<file path="src/rtl/svx32_pkg.sv">
// svx32 shared types for the data-memory arbiter.
// Imported by the arbiter top and its grant logic.
package svx32_pkg;

    typedef enum logic [1:0] {
        ARB_IDLE,
        ARB_REQ,
        ARB_RSP
    } arb_state_e;

    localparam int SVX32_N_MEM_M = 2;

    function automatic logic [SVX32_N_MEM_M-1:0] idx_to_oh(
        input logic idx
    );
        idx_to_oh      = '0;
        idx_to_oh[idx] = 1'b1;
    endfunction

endpackage

</file>
<file path="src/rtl/svx32_rr_arbiter.sv">
// Two-master grant selection: round-robin or fixed priority.
// Pure combinational; last_grant is the index of the previous winner.
module svx32_rr_arbiter
    import svx32_pkg::*;
#(
    parameter bit RR_EN = 1'b1
) (
    input  logic [SVX32_N_MEM_M-1:0] req,
    input  logic                     last_grant,
    output logic [SVX32_N_MEM_M-1:0] grant
);

    always_comb begin
        grant = '0;
        unique case (1'b1)
            (req == 2'b11): grant = (RR_EN && !last_grant) ? 2'b10 : 2'b01;
            (req == 2'b01): grant = 2'b01;
            (req == 2'b10): grant = 2'b10;
            default:        grant = '0;
        endcase
    end

endmodule

</file>
<file path="src/rtl/svx32_mem_arbiter.sv">
// Shares the svx32 data-memory port between the LSU and the debug/DMA master.
// One outstanding transaction; a response timeout unblocks lost reads.
module svx32_mem_arbiter
    import svx32_pkg::*;
#(
    parameter int N_M         = SVX32_N_MEM_M,
    parameter int AW          = 32,
    parameter int DW          = 32,
    parameter bit RR_EN       = 1'b1,
    parameter int RSP_TIMEOUT = 16
) (
    input  logic                  pil_clk,
    input  logic                  pil_rst,
    input  logic [N_M-1:0]        piv_m_req,
    input  logic [N_M-1:0]        piv_m_wen,
    input  logic [N_M*AW-1:0]     piv_m_addr,
    input  logic [N_M*DW-1:0]     piv_m_wdata,
    input  logic [N_M*DW/8-1:0]   piv_m_byte_sel,
    output logic [N_M-1:0]        pov_m_ack,
    output logic [N_M-1:0]        pov_m_valid,
    output logic [N_M-1:0]        pov_m_err,
    output logic [DW-1:0]         pov_m_rdata,
    output logic                  pol_mem_req,
    output logic                  pol_mem_wen,
    output logic [AW-1:0]         pov_mem_addr,
    output logic [DW-1:0]         pov_mem_wdata,
    output logic [DW/8-1:0]       pov_mem_byte_sel,
    input  logic                  pil_mem_ack,
    input  logic                  pil_mem_valid,
    input  logic [DW-1:0]         piv_mem_rdata
);

    localparam int BW = DW / 8;
    localparam int CW = $clog2(RSP_TIMEOUT + 1);
    localparam logic [CW-1:0] CNT_LAST = CW'(RSP_TIMEOUT - 1);

    arb_state_e     state;
    logic           gnt;
    logic           last_grant;
    logic [CW-1:0]  cnt;
    logic [N_M-1:0] grant;
    logic           sel;
    logic           timeout;
    logic [N_M-1:0] gnt_oh;

    svx32_rr_arbiter #(
        .RR_EN(RR_EN)
    ) u_rr (
        .req       (piv_m_req),
        .last_grant(last_grant),
        .grant     (grant)
    );

    assign sel     = grant[1];
    assign gnt_oh  = idx_to_oh(gnt);
    assign timeout = (state == ARB_RSP) && (cnt == CNT_LAST);

    always_ff @(posedge pil_clk) begin
        if (pil_rst) begin
            state            <= ARB_IDLE;
            gnt              <= 1'b0;
            last_grant       <= 1'b1;
            cnt              <= '0;
            pol_mem_req      <= 1'b0;
            pol_mem_wen      <= 1'b0;
            pov_mem_addr     <= '0;
            pov_mem_wdata    <= '0;
            pov_mem_byte_sel <= '0;
        end else begin
            unique case (state)
                ARB_IDLE: begin
                    if (|grant) begin
                        gnt              <= sel;
                        last_grant       <= sel;
                        pol_mem_req      <= 1'b1;
                        pol_mem_wen      <= piv_m_wen[sel];
                        pov_mem_addr     <= piv_m_addr[int'(sel)*AW +: AW];
                        pov_mem_wdata    <= piv_m_wdata[int'(sel)*DW +: DW];
                        pov_mem_byte_sel <= piv_m_byte_sel[int'(sel)*BW +: BW];
                        state            <= ARB_REQ;
                    end
                end
                ARB_REQ: begin
                    if (pil_mem_ack) begin
                        pol_mem_req <= 1'b0;
                        cnt         <= '0;
                        state       <= pol_mem_wen ? ARB_IDLE : ARB_RSP;
                    end
                end
                ARB_RSP: begin
                    if (pil_mem_valid || timeout) begin
                        state <= ARB_IDLE;
                    end else begin
                        cnt <= cnt + 1'b1;
                    end
                end
                default: state <= ARB_IDLE;
            endcase
        end
    end

    // Responses route only to the registered winner; a real valid beats a timeout.
    always_comb begin
        pov_m_ack   = '0;
        pov_m_valid = '0;
        pov_m_err   = '0;
        pov_m_rdata = '0;
        unique case (state)
            ARB_REQ: begin
                if (pil_mem_ack) pov_m_ack = gnt_oh;
            end
            ARB_RSP: begin
                if (pil_mem_valid) begin
                    pov_m_valid = gnt_oh;
                    pov_m_rdata = piv_mem_rdata;
                end else if (timeout) begin
                    pov_m_valid = gnt_oh;
                    pov_m_err   = gnt_oh;
                end
            end
            default: ;
        endcase
    end

endmodule

</file>
<file path="config.mk">
export PLATFORM = sky130hd
export DESIGN_NAME = svx32_mem_arbiter
export DESIGN_NICKNAME = d
export VERILOG_FILES = /design/src/rtl/svx32_pkg.sv /design/src/rtl/svx32_rr_arbiter.sv /design/src/rtl/svx32_mem_arbiter.sv
export SDC_FILE = /design/constraint.sdc
export NUM_CORES = 1
export LEC_CHECK = 0
export ABC_CLOCK_PERIOD_IN_PS = 5550
export BUFFER_PORTS_ARGS = -buffer_cell sky130_fd_sc_hd__buf_2
export CAP_MARGIN = 20
export CORE_AREA = 3 3 110 112
export CTS_CLUSTER_SIZE = 28
export DETAILED_ROUTE_END_ITERATION = 12
export DIE_AREA = 0 0 113 115
export MAX_ROUTING_LAYER = met4
export PLACE_DENSITY_LB_ADDON = 0.05
export SYNTH_ARGS = -nofsm -noshare
export SYNTH_HDL_FRONTEND = slang
export SYNTH_HIERARCHICAL = 1
export SYNTH_SLANG_ARGS = --single-unit
</file>
<file path="constraint.sdc">
create_clock -name pil_clk -period 5.55 [get_ports pil_clk]
set_clock_uncertainty 0.15 [all_clocks]
set_input_delay 0.555 -clock pil_clk [delete_from_list [all_inputs] [get_ports pil_clk]]
set_output_delay 0.555 -clock pil_clk [all_outputs]
set_load 0.01 [all_outputs]
</file>
==> results.cfg <==
[status]
status = finished clean

[cts]
cts_root_buf = clkbuf_16
hold_buffers = 0
postCtsSetupBuffers = 0
clock_latency_ns = 0.33
clkSlewWorstSetupHoldPaths_ns = 0.06
clock_sinks = 79
cts_tree = done
max-clock-path-buffers = 2
cts_buffers = 9
htree_levels = 3
ctsResizeCount = 0

[synth]
synth_edf_count = 0
synthCells = 418
yosysTopAreaCellShare_pct = 41.0
async_reset_ff_share_pct = 0
synth_xor_area_share_pct = 0
ys_types = 34
synth_common_cells = 79 x dfxtp_1, 72 x a21oi_1, 70 x a211oi_1
ys_warn_count = 6
synth_nets = 596
synth_ff_type = dfxtp_1
synth_top_family_by_area = compound AO/OA/AOI/OAI gates
yosysTopAreaCell = dfxtp_1
synth-compound-area-share_pct = 25.2
synth_fa_ha_area_share_pct = 0.649
synth_area_leaders = dfxtp_1 41%, mux2i_1 18%, a211oi_1 14%, a21oi_1 9.3%, and3_1 5.4%
yosysSeqAreaShare_pct = 41.0
avgSynthCellArea_um2 = 9.22
yosys.area_share.simple_pct = 9.74
yosysMostFrequentCell = dfxtp_1
netlist_area_um2 = 3850
ys_ff_latch = 79
synth.area.mux_share_pct = 17.9

[min_path]
holdCritPathClass = in2reg
hold-path-cell-count = 2

[sta]
finalCriticalPeriod_ns = 2.65
setup_ws_ns = 2.90
relSlewSlack_pct = 43.1
rsz0062_at_grt = false
finalMaxSlewViolations = 0
setup_tns_ns = 0
tightestPinTransition_ns = 0.854
hold_viol_final = 0
finalSetupViolCount = 0
post-route-period-util_pct = 47.7
fmax_mhz = 377

[global_route]
grt_max_degree = 80
grt_overflow = 0
grt_pass1_vias = 3866
grt_pass1_wl_um = 19000
antenna_found_initial = 0
track_usage_pct = 18.6

[die]
ios = 284
die_h_um = 115
rows = 39
die_w_um = 113
die_area_um2 = 13000
coreArea_um2 = 11300
start_util_pct = 34.1

[setup_path]
cp-end-kind = flip-flop
path_cells = a21boi_4 -> buf_4 -> or2_2 -> buf_12 -> buf_4 -> a21oi_1 -> a211oi_1
cp.arrival_ns = 2.73
rr_worst_depth = 7
cpPeakStageDelay_ns = 0.55
critPathRequiredTime_ns = 5.63
crit_top_cell = buf_4
worstSetupStartpointType = flip-flop
worstSetupPathType = reg2reg
worstPathMaxFanout = 37
crit_slowest_cell = or2_2

[placement]
hpwlAfterDp_um = 9160
io_buffers = 283
place_congestion = 0.769
dpl_worst_slack_ns = 2.28

[finish]
regArea_um2 = 1580
fillerInstances = 1087
syn2layout_area_growth_pct = 46.4
drive_above_1_share_pct = 46.2
n_antenna_cell = 0
nNetsFinal = 850
multi_input_area_um2 = 2090

[power]
finalPower_mw = 1.66
p_per_area_nw_per_um2 = 294
p_leak_nw = 2.85
ir_worst_vdd_uv = 116

[route]
drt_wl_total_um = 12500
num_vias = 4133
routedWlPerCell_um = 15.2
ant_nets = 0
route.detailed.drc = 0
vias_per_cell = 5.04
first_iter_violations = 232
first_pass_iters = 4

[flow_run]
drv_cap = 0
[through the flow]
| step | hold slack [ns] | util [%] | instances | cell area, µm² |
|---|---|---|---|---|
| finish | 0.290 | 49.8 | 820 | 5640 |
| global route | 0.296 | 49.8 | 820 | 5640 |
| floorplan | 0.294 | - | 418 | 3850 |
| CTS | 0.280 | 49.7 | 819 | 5620 |
| detailed placement | 0.317 | 47.1 | 803 | 5340 |
| global placement | 0.302 | 47.1 | 803 | 5340 |
[path summary, 6_finish.rpt]
path,slack (ns),to,start
hold reg to reg,0.32,cnt[4]$_SDFFE_PP0P_,cnt[4]$_SDFFE_PP0P_
hold / removal,0.29,state[0]$_SDFFE_PP0P_,pil_mem_ack
setup / recovery,2.90,pov_mem_addr[15]$_SDFFE_PP0P_,last_grant$_SDFFE_PP1P_
setup reg to reg,2.90,pov_mem_addr[15]$_SDFFE_PP0P_,last_grant$_SDFFE_PP1P_
[power breakdown]
group          internal (mW)  switching (mW)  total, mW
clock                  0.325           0.221      0.546
sequential             0.639          0.0394      0.679
combinational          0.194           0.241      0.435
[kinds of logic (layout without fill, tap and decap cells)]
family,after synthesis,in the layout
mux,69,69
simple gates,62,62
flops,79,79
fa+ha+maj,2,2
buf+inv,53,312
compound gates,153,153
[layout by cell type, fill, tap and decap left out, types with 2 or more instances in the layout]
cell	count
buf_2	283
dfxtp_1	79
a21oi_1	72
a211oi_1	70
mux2i_1	69
and3_1	33
clkbuf_16	9
nor2_1	8
buf_4	8
inv_1	4
nand3_1	4
nor3b_1	3
clkinvlp_4	3
nand2_1	2
or4b_1	2
a22oi_1	2
ha_1	2
clkbuf_8	2
clkinv_2	2
[metal layers]
metal / vias to the layer above / global-route usage, % / part of all wire [%]
met1: 1868 / 22.3 / 41
met5: - / - / 0
met4: 0 / 5.29 / 1.4
li1: 2088 / - / -
met2: 162 / 31.6 / 50
met3: 15 / 3.89 / 7.2
[worst max-delay path, delay by kind of cell, from the launching register on]
kind                   cells  cell delay (ns)
AOI/OAI and AO/OA          3             0.47
buffers and inverters      3             1.00
DFF                        1             0.35
and+or+nand+nor            1             0.55
[flip-flops by register name (all words and copies together) (netlist names)]
signal,count
state,2
pol_mem_req,1
last_grant,1
pov_mem_wdata,32
pov_mem_byte_sel,4
pol_mem_wen,1
gnt,1
cnt,5
pov_mem_addr,32
[final cells by class]
class / count / share of cell area (%)
multi-input combinational: 286 / 37.0
sequential: 79 / 28.0
timing repair buffer: 292 / 26.5
clock buffer: 11 / 4.48
tap: 143 / 3.17
clock inverter: 5 / 0.576
inverter: 4 / 0.266
Note: power is estimated with default switching activity, not from simulation.
